File: src/rtl/atmr_vote_monitor.sv
// Registered TMR voter with per-replica fault tracking for ATMR benchmark outputs.
// Stage 1 captures the three replica words, stage 2 votes and updates fault/error state.
module atmr_vote_monitor #(
    parameter int W      = 10,
    parameter int CNT_W  = 8,
    parameter int THRESH = 4
) (
    input  logic               clk,
    input  logic               rst,
    input  logic               in_valid,
    input  logic [W-1:0]       a_i,
    input  logic [W-1:0]       b_i,
    input  logic [W-1:0]       c_i,
    input  logic               clr_i,
    output logic               out_valid,
    output logic [W-1:0]       z_o,
    output logic [2:0]         mism_o,
    output logic               uncorr_o,
    output logic [2:0]         fault_o,
    output logic [3*CNT_W-1:0] err_cnt_o
);

    localparam int RUN_W = $clog2(THRESH + 1);
    localparam logic [RUN_W-1:0] RUN_MAX = RUN_W'(THRESH);
    localparam logic [CNT_W-1:0] CNT_MAX = '1;

    logic             s1_valid;
    logic [W-1:0]     s1_a;
    logic [W-1:0]     s1_b;
    logic [W-1:0]     s1_c;

    logic [W-1:0]     vote_z;
    logic             vote_unc;
    logic [2:0]       vote_mism;

    logic [RUN_W-1:0] run_q   [3];
    logic [RUN_W-1:0] run_nxt [3];
    logic [CNT_W-1:0] err_q   [3];
    logic [2:0]       cand;
    logic [2:0]       fault_nxt;

    always_ff @(posedge clk or posedge rst) begin
        if (rst) begin
            s1_valid <= 1'b0;
            s1_a     <= '0;
            s1_b     <= '0;
            s1_c     <= '0;
        end else begin
            s1_valid <= in_valid;
            if (in_valid) begin
                s1_a <= a_i;
                s1_b <= b_i;
                s1_c <= c_i;
            end
        end
    end

    // With two healthy replicas the lower-index one wins every disputed bit,
    // so the voted word is simply that replica.
    always_comb begin
        vote_z   = (s1_a & s1_b) | (s1_a & s1_c) | (s1_b & s1_c);
        vote_unc = 1'b0;
        case (fault_o)
            3'b000: begin
                vote_z   = (s1_a & s1_b) | (s1_a & s1_c) | (s1_b & s1_c);
                vote_unc = 1'b0;
            end
            3'b100: begin
                vote_z   = s1_a;
                vote_unc = |(s1_a ^ s1_b);
            end
            3'b010: begin
                vote_z   = s1_a;
                vote_unc = |(s1_a ^ s1_c);
            end
            3'b001: begin
                vote_z   = s1_b;
                vote_unc = |(s1_b ^ s1_c);
            end
            3'b110: begin
                vote_z   = s1_a;
                vote_unc = 1'b1;
            end
            3'b101: begin
                vote_z   = s1_b;
                vote_unc = 1'b1;
            end
            3'b011: begin
                vote_z   = s1_c;
                vote_unc = 1'b1;
            end
            default: begin
                vote_unc = 1'b1;
            end
        endcase
        vote_mism[0] = |(s1_a ^ vote_z);
        vote_mism[1] = |(s1_b ^ vote_z);
        vote_mism[2] = |(s1_c ^ vote_z);
    end

    always_comb begin
        for (int r = 0; r < 3; r++) begin
            if (!vote_mism[r])
                run_nxt[r] = '0;
            else if (run_q[r] == RUN_MAX)
                run_nxt[r] = RUN_MAX;
            else
                run_nxt[r] = run_q[r] + 1'b1;
            cand[r] = vote_mism[r] && (run_nxt[r] == RUN_MAX) && !fault_o[r];
        end
        fault_nxt = fault_o | cand;
        // Never retire the last healthy replica: lowest-index candidate survives.
        if (&fault_nxt) begin
            if (cand[0])
                fault_nxt[0] = 1'b0;
            else if (cand[1])
                fault_nxt[1] = 1'b0;
            else
                fault_nxt[2] = 1'b0;
        end
    end

    always_ff @(posedge clk or posedge rst) begin
        if (rst) begin
            fault_o <= '0;
            for (int r = 0; r < 3; r++) begin
                run_q[r] <= '0;
                err_q[r] <= '0;
            end
        end else if (clr_i) begin
            fault_o <= '0;
            for (int r = 0; r < 3; r++) begin
                run_q[r] <= '0;
                err_q[r] <= '0;
            end
        end else if (s1_valid) begin
            fault_o <= fault_nxt;
            for (int r = 0; r < 3; r++) begin
                run_q[r] <= run_nxt[r];
                if (vote_mism[r] && (err_q[r] != CNT_MAX))
                    err_q[r] <= err_q[r] + 1'b1;
            end
        end
    end

    always_ff @(posedge clk or posedge rst) begin
        if (rst) begin
            out_valid <= 1'b0;
            z_o       <= '0;
            mism_o    <= '0;
            uncorr_o  <= 1'b0;
        end else begin
            out_valid <= s1_valid;
            if (s1_valid) begin
                z_o      <= vote_z;
                mism_o   <= vote_mism;
                uncorr_o <= vote_unc;
            end
        end
    end

    assign err_cnt_o = {err_q[2], err_q[1], err_q[0]};

endmodule

File: config.mk
export PLATFORM = sky130hd
export DESIGN_NAME = atmr_vote_monitor
export DESIGN_NICKNAME = d
export VERILOG_FILES = /design/src/rtl/atmr_vote_monitor.sv
export SDC_FILE = /design/constraint.sdc
export NUM_CORES = 1
export LEC_CHECK = 0
export ABC_CLOCK_PERIOD_IN_PS = 3200
export BUFFER_PORTS_ARGS = -buffer_cell sky130_fd_sc_hd__buf_4
export CORE_ASPECT_RATIO = 1.1
export CORE_MARGIN = 1.5
export CORE_UTILIZATION = 30
export CTS_BUF_LIST = sky130_fd_sc_hd__clkbuf_2 sky130_fd_sc_hd__clkbuf_4 sky130_fd_sc_hd__clkbuf_8
export DETAILED_ROUTE_END_ITERATION = 10
export PLACE_DENSITY = 0.51
export SLEW_MARGIN = 15
export SYNTH_ARGS = -nofsm -noshare
export SYNTH_HDL_FRONTEND = slang
export SYNTH_SLANG_ARGS = --single-unit
File: constraint.sdc
create_clock -name clk -period 3.2 [get_ports clk]
set_clock_uncertainty 0.2 [all_clocks]
set_input_delay 0.48 -clock clk [delete_from_list [all_inputs] [get_ports clk]]
set_output_delay 0.48 -clock clk [all_outputs]
set_load 0.005 [all_outputs]
==> run summary, run 1 <==
Outcome = finished, final reports clean
R2r setup slk = 0.07 ns
Ys Warns = 0
Die Width = 128 um
Sw Pwr = 0.861 mW
Initial Util = 0.306
Top-Level Pins = 76
Worst hold path class = input port to flip-flop
CTS HTree Levels = 3
Register area = 2060 um2
Clk_lat worst skew = 0.39 ns
Crit path arrival time = 3.21 ns
EDFF count, synth = 0
Total Nets Final = 703
Syn Inst Count = 515
Min Tclk post-route = 3.13 ns
Clk root buf = clkbuf_8
Slew Limit Fails = 0
#FFs+latches synth = 82
Largest net degree at the start of global routing = 49
Final period utilization = 0.979
Area occupied by multi-input gates = 3110 um2
Critical Path RT = 3.28 ns
F_max = 319 MHz
Worst Reg-to-Reg Cells = 9
First-pass GRT wire length = 23.0 mm
Clk buf depth = 2
Syn Nets = 588
Vias in the first global route = 4,532
Routed WL = 14.8 mm
Int Pwr = 1.81 mW
Number of setup violations in the final report = 0
Total track usage = 0.164
Drt drc = 0
Hold path cells = 3
RSZ-0062 raised after global routing = yes
Leakage = 2.89 nW
Critical path type = flip-flop to flip-flop
DIE AREA = 18,100 um2
Vias = 4,569
IO buf count = 75
Detailed placer's ending HPWL = 10.8 mm
Post-route ant nets = 0
Final-report hold violation count = 0
Least-Margin Pin Slew = 0.626 ns
Fillers = 1,673
Crit-path max FO = 7
Inst Count DP = 845
Inserted Clock Buffers = 9
Synth cell types = 59
Core Footprint = 17,000 um2
Crit end category = flip-flop
Post-synth top flop = dfrtp_1
Hold_ws = 0.114 ns
Worst relative slew slack = 0.582
Max Cap Viol = 0
Detailed Route Iter0 Violations = 293
Clock power share = 0.261
# rows = 50
Seq/Total Area, Yosys = 0.396
Area grow syn2layout = 30.4%
Reg power frac = 0.460
Clk sinks = 82
Die height = 141 um
Fraction of layout cells with a size suffix above 1 = 0.363
Hold_sp = b_i[6]
Fin cells = 868
Net Sw Frac = 0.322
RD Place Congestion = 0.908
Avg Inst Size Synth = 10.1 um2
N_diodes = 0
Synthesized area = 5180 um2
CP Launch Type = flip-flop
Async set-reset flop share out of synthesis = 1.00
PD cells = 396 nW/um2
Routed WL per cell = 17.0 um
Grt total ovfl = 0
Routed vias/inst = 5.26
Hold Crit Endpoint = s1_b[6]$_DFFE_PP0P_
Worst r2r src = fault_o[1]$_DFFE_PP0P_
Worst R2R End = err_cnt_o[10]$_DFFE_PP0P_
Number of iterations in the first detailed-routing pass = 5
Worst IR Drop VDD = 0.184 mV
Comb power frac = 0.279
Reg clk slew, reported paths = 0.10 ns
CTS tree = yes
Initial antenna violation count = 0
[synth_stat cells (2+ instances only)]
master      n  area share
buf_6       3      0.0065
mux2i_1     2      0.0039
nand3_1    14       0.014
o31ai_1     2      0.0029
buf_2       4      0.0039
o21ai_0    25       0.024
nor3_1     25       0.024
a2111oi_2   3      0.0087
and3_1      9       0.011
mux2_2     40       0.087
nand4_1    12       0.014
or4_1       4      0.0058
o221ai_1    4      0.0068
nand3b_1    5      0.0072
a21oi_1    28       0.027
nor2b_1     9       0.011
a31oi_1    12       0.014
o221a_2     2      0.0043
nand2b_1    2      0.0024
clkbuf_1   17       0.012
xor2_1      4      0.0068
o21ai_2     2      0.0034
a211oi_1    4      0.0058
dfrtp_1    82        0.40
a31o_2      2      0.0034
or3_1       3      0.0036
nor2_1     41       0.030
inv_1      22       0.016
nor4b_1     3      0.0051
ha_1       39       0.094
or4bb_1     4      0.0087
a2111oi_4   5       0.027
o21a_1      3      0.0043
o32ai_1     5      0.0084
o41ai_1     4      0.0068
xnor2_1    15       0.025
nand2_1    24       0.017
nor4_1     10       0.012
[critical path, cell delays in order, from the launching register on]
cell and delay (ns):
dfrtp_2 0.46, or3_4 0.49, buf_6 0.16, a2111oi_4 0.38, nor3_2 0.10, xnor2_1 0.18
nand2_1 0.12, or3_4 0.44, nand4_1 0.13, mux2_2 0.35
[kinds of logic (layout without fill, tap and decap cells)]
| group | Yosys count | after routing | share of synthesized area |
|---|---|---|---|
| AOI/OAI and AO/OA | 111 | 111 | 0.166 |
| xor gates and xnor gates | 19 | 19 | 0.0321 |
| adders and majority gates | 39 | 39 | 0.0941 |
| buffers and inverters | 48 | 166 | 0.0408 |
| DFF | 82 | 82 | 0.396 |
| muxes | 43 | 43 | 0.0929 |
| and+or+nand+nor | 173 | 174 | 0.179 |
[metrics by stage]
stage | setup WS [ns] | TNS, ns | power (mW) | utilization | area [um2]
after floorplan | 0.171 | 0 | 1.62 | - | 5180
after global placement | -0.0679 | -0.319 | 1.93 | 0.372 | 6300
after detailed placement | -0.103 | -0.656 | 1.95 | 0.372 | 6300
after CTS | -0.00628 | -0.00628 | 2.66 | 0.384 | 6520
after global routing | -0.0480 | -0.261 | 2.81 | 0.399 | 6760
final | 0.0663 | 0 | 2.67 | 0.399 | 6760
[power groups by stage]
stage	logic, mW	registers [mW]	clock network [mW]
after floorplan	0.408	1.22	0
after global placement	0.688	1.24	0
after detailed placement	0.699	1.25	0
after CTS	0.710	1.23	0.722
after global routing	0.808	1.24	0.758
final	0.746	1.23	0.699
[per-layer routing]
layer / wire (um) / vias to the layer above / track usage
met4: 523 / 0 / 0.0739
met3: 628 / 36 / 0.0319
met2: 7130 / 140 / 0.273
met5: 0 / - / 0
li1: - / 2154 / -
met1: 6470 / 2239 / 0.205
[registers in the layout (all words and copies together), names as in the netlist]
signal and cells:
s1_c 10, s1_valid 1, uncorr_o 1, run_q 9
mism_o 3, s1_b 10, out_valid 1, err_cnt_o 24
z_o 10, fault_o 3, s1_a 10
[layout by cell type, fill, tap and decap left out, drive strengths merged, types with 3 or more instances in the layout]
cell	Yosys	layout
buf	9	127
dfrtp	82	82
nor2	41	41
mux2	41	41
ha	39	39
a21oi	28	28
o21ai	27	27
nor3	25	25
nand2	24	24
inv	22	21
xnor2	15	15
nand3	14	14
a31oi	13	13
nand4	12	12
clkbuf	17	11
nor4	10	10
and3	9	9
nor2b	9	9
a2111oi	8	8
nand3b	5	5
o32ai	5	5
clkinv	0	5
or3	4	5
or4bb	4	4
xor2	4	4
a211oi	4	4
o41ai	4	4
or4	4	4
o221ai	4	4
o21a	3	3
nor4b	3	3
[timing repair]
action / CTS / global route
resized for setup: 5 / 34
setup buffers: 1 / 4
hold buffers: 1 / 0
hold endpoints to repair: 34 / 0
pin swaps: 1 / 24
cloned: 0 / 2
setup endpoints to repair: 17 / 34
[worst max path at each step]
stage                                      endpoint  slack [ns]                    from
after floorplan           err_cnt_o[14]$_DFFE_PP0P_        0.17  fault_o[1]$_DFFE_PP0P_
after global placement    err_cnt_o[21]$_DFFE_PP0P_       -0.07  fault_o[2]$_DFFE_PP0P_
after detailed placement  err_cnt_o[21]$_DFFE_PP0P_       -0.10  fault_o[2]$_DFFE_PP0P_
after CTS                    fault_o[2]$_DFFE_PP0P_      -0.006  fault_o[1]$_DFFE_PP0P_
after global routing       err_cnt_o[8]$_DFFE_PP0P_       -0.05  fault_o[1]$_DFFE_PP0P_
final                     err_cnt_o[10]$_DFFE_PP0P_        0.07  fault_o[1]$_DFFE_PP0P_
[cell type report]
cell class	instances	area share
repair buffers	129	0.155
flip-flops and latches	82	0.304
clock buffers	10	0.0204
well taps	234	0.0433
inverters	22	0.0124
clock inverters	5	0.00463
multi-input cells	386	0.460
(Power assumes the default switching activity.)
==> run 2, diff against run 1 <==
--- a/config.mk
+++ b/config.mk
@@ -12,7 +12,7 @@
 export CORE_UTILIZATION = 30
 export CTS_BUF_LIST = sky130_fd_sc_hd__clkbuf_2 sky130_fd_sc_hd__clkbuf_4 sky130_fd_sc_hd__clkbuf_8
 export DETAILED_ROUTE_END_ITERATION = 10
-export PLACE_DENSITY = 0.51
+export RECOVER_POWER = 25
 export SLEW_MARGIN = 15
 export SYNTH_ARGS = -nofsm -noshare
 export SYNTH_HDL_FRONTEND = slang
==> run 2 against run 1 <==
Compared with the run above:
- the flow now finishes with violations (capacitance limit, slew limit)
- register-to-register slack lost 0.02 ns
- power grew 5.5%
- first-iteration DRC count shrank 1.4%
- worst hold slack gained 0.0066 ns
- combinational power grew 0.7%
- clock-buffer cell count grew 1
- largest power group unchanged
- highest routed layer unchanged
==> run summary, run 2 (same netlist as run 1, synthesis figures left out) <==
Outcome = complete, but fails checks
Failing checks = capacitance limit, slew limit
Core Footprint = 17,000 um2 (unchanged)
Inst Count DP = 833 (-1.4%)
IO buf count = 75 (unchanged)
CP Launch Type = flip-flop
RSZ-0062 raised after global routing = yes
Dpl cell area = 6200 um2 (-1.6%)
Slew Limit Fails = 36 (+36)
Routed WL per cell = 17.2 um (+1.2%)
CTS tree = yes
PD cells = 407 nW/um2 (+2.8%)
Leakage = 2.98 nW (+2.9%)
Die height = 141 um (unchanged)
Detailed Route Iter0 Violations = 289 (-1.4%)
Initial Util = 0.306 (unchanged)
Pre-CTS setup slack = -0.103 ns (-0.0000280 ns)
Commonest cells after routing, fill and taps aside = 118 x buf_4, 81 x dfrtp_1, 40 x mux2_2
Worst relative slew slack = -0.147 (-0.729)
Inserted Clock Buffers = 9 (unchanged)
Vias in the first global route = 4,399 (-2.9%)
Max Cap Viol = 1 (+1)
Critical Path RT = 3.30 ns (+0.02 ns)
Fin cells = 874 (+0.69%)
Crit path arrival time = 3.25 ns (+0.04 ns)
Clk root buf = clkbuf_8
Total track usage = 0.164 (about the same)
Worst IR Drop VDD = 0.222 mV (+21%)
Initial antenna violation count = 0 (unchanged)
Commonest non-fill, non-tap cell in the layout = buf_4
Final Cell Area = 6940 um2 (+2.6%)
Routed vias/inst = 5.23 (-0.73%)
Top-Level Pins = 76 (unchanged)
Number of setup violations in the final report = 0 (unchanged)
Clk buf depth = 2 (unchanged)
Vias = 4,567 (-0.044%)
Final WS setup = 0.0444 ns (-0.0219 ns)
Grt total ovfl = 0 (unchanged)
Crit end category = flip-flop
Routed WL = 15.0 mm (+1.9%)
Final Util = 0.409 (+0.0105)
RD Place Congestion = 0.913 (+0.56%)
Final TNS setup = 0 ns (unchanged)
# rows = 50 (unchanged)
Reg clk slew, reported paths = 0.09 ns (about the same)
Overall Power = 2.82 mW (+5.5%)
Post-route ant nets = 0 (unchanged)
Least-Margin Pin Slew = 1.72 ns (+1.09 ns)
F_max = 317 MHz (-0.69%)
N_diodes = 0 (unchanged)
Critical path type = flip-flop to flip-flop
Area grow syn2layout = 33.8%
Number of iterations in the first detailed-routing pass = 5 (unchanged)
First-pass GRT wire length = 23.2 mm (+0.90%)
Fraction of layout cells with a size suffix above 1 = 0.392 (+0.0294)
DIE AREA = 18,100 um2 (unchanged)
Worst hold path class = input port to flip-flop
Final-report hold violation count = 0 (unchanged)
Crit-path max FO = 7 (unchanged)
Largest net degree at the start of global routing = 44 (-10%)
Final period utilization = 0.986 (+0.00685)
Drt drc = 0 (unchanged)
Hold_ws = 0.121 ns (+0.00655 ns)
Die Width = 128 um (unchanged)
Min Tclk post-route = 3.16 ns (+0.0219 ns)
Clk sinks = 82 (unchanged)
Total Nets Final = 710 (+1.0%)
Detailed placer's ending HPWL = 10.9 mm (+0.17%)
Clk_lat worst skew = 0.38 ns (about the same)
CTS HTree Levels = 3 (unchanged)
Largest register FFs = 24 (unchanged)
[run 2: cell types whose count changed in the layout (fill, tap and decap cells not counted), moves of 3 or more]
cell and delta:
a21oi_1 -5, a21oi_2 +5, buf_6 +4, o21ai_1 +4, clkinv_2 -3, o21ai_0 -4
[run 2: final timing paths]
kind	start	end	slack (ns)	cells after the start
min in group asynchronous	rst	run_q[0]$_DFFE_PP0P_	0.73	3
min	b_i[6]	s1_b[6]$_DFFE_PP0P_	0.12	3
min reg2reg	z_o[4]$_DFFE_PP0P_	z_o[4]$_DFFE_PP0P_	0.30	2
max reg2reg	fault_o[1]$_DFFE_PP0P_	err_cnt_o[9]$_DFFE_PP0P_	0.04	12
max	fault_o[1]$_DFFE_PP0P_	err_cnt_o[9]$_DFFE_PP0P_	0.04	12
max in group asynchronous	rst	s1_c[1]$_DFFE_PP0P_	1.11	4
[run 2: layout make-up]
cell class                      count  area (um2)
Fill cell                        1639       10000
Multi-Input combinational cell    386        3180
Sequential cell                    82        2050
Timing Repair Buffer              136        1120
Tap cell                          234         293
Clock buffer                       11         145
Inverter                           22        83.8
Clock inverter                      3        65.1
[run 2: worst max-delay path, stage by stage, from the launching register on]
cell and delay, ns:
dfrtp_1 0.41, buf_6 0.16, nand3_2 0.10, buf_12 0.16, buf_6 0.14, a2111oi_4 0.46, or3_4 0.22, xor2_1 0.14
nand2_1 0.11, or3_4 0.44, buf_6 0.15, a31o_2 0.23, a21oi_2 0.13
[run 2: routing by layer]
layer  global-route usage  wire length [um]  share of wire  vias to the layer above
li1                     -                 -              -                     2172
met1                0.211              6610           0.44                     2249
met2                0.268              7440           0.49                      121
met3               0.0406               679          0.045                       25
met4               0.0544               307          0.020                        0
met5                    0                 0              0                        -
[run 2: repair_timing]
item	in CTS	in global routing
setup buffers	1	23
hold endpoints to repair	26	0
hold buffers	1	0
setup endpoints to repair	26	34
cloned	1	1
resized for setup	8	54
pin swaps	1	36
[run 2: report_power, final]
part / leakage [nW] / internal (mW) / switching, mW / total [mW]
Clock: 0.109 / 0.460 / 0.377 / 0.837
Sequential: 1.03 / 1.12 / 0.113 / 1.23
Combinational: 1.84 / 0.402 / 0.349 / 0.751
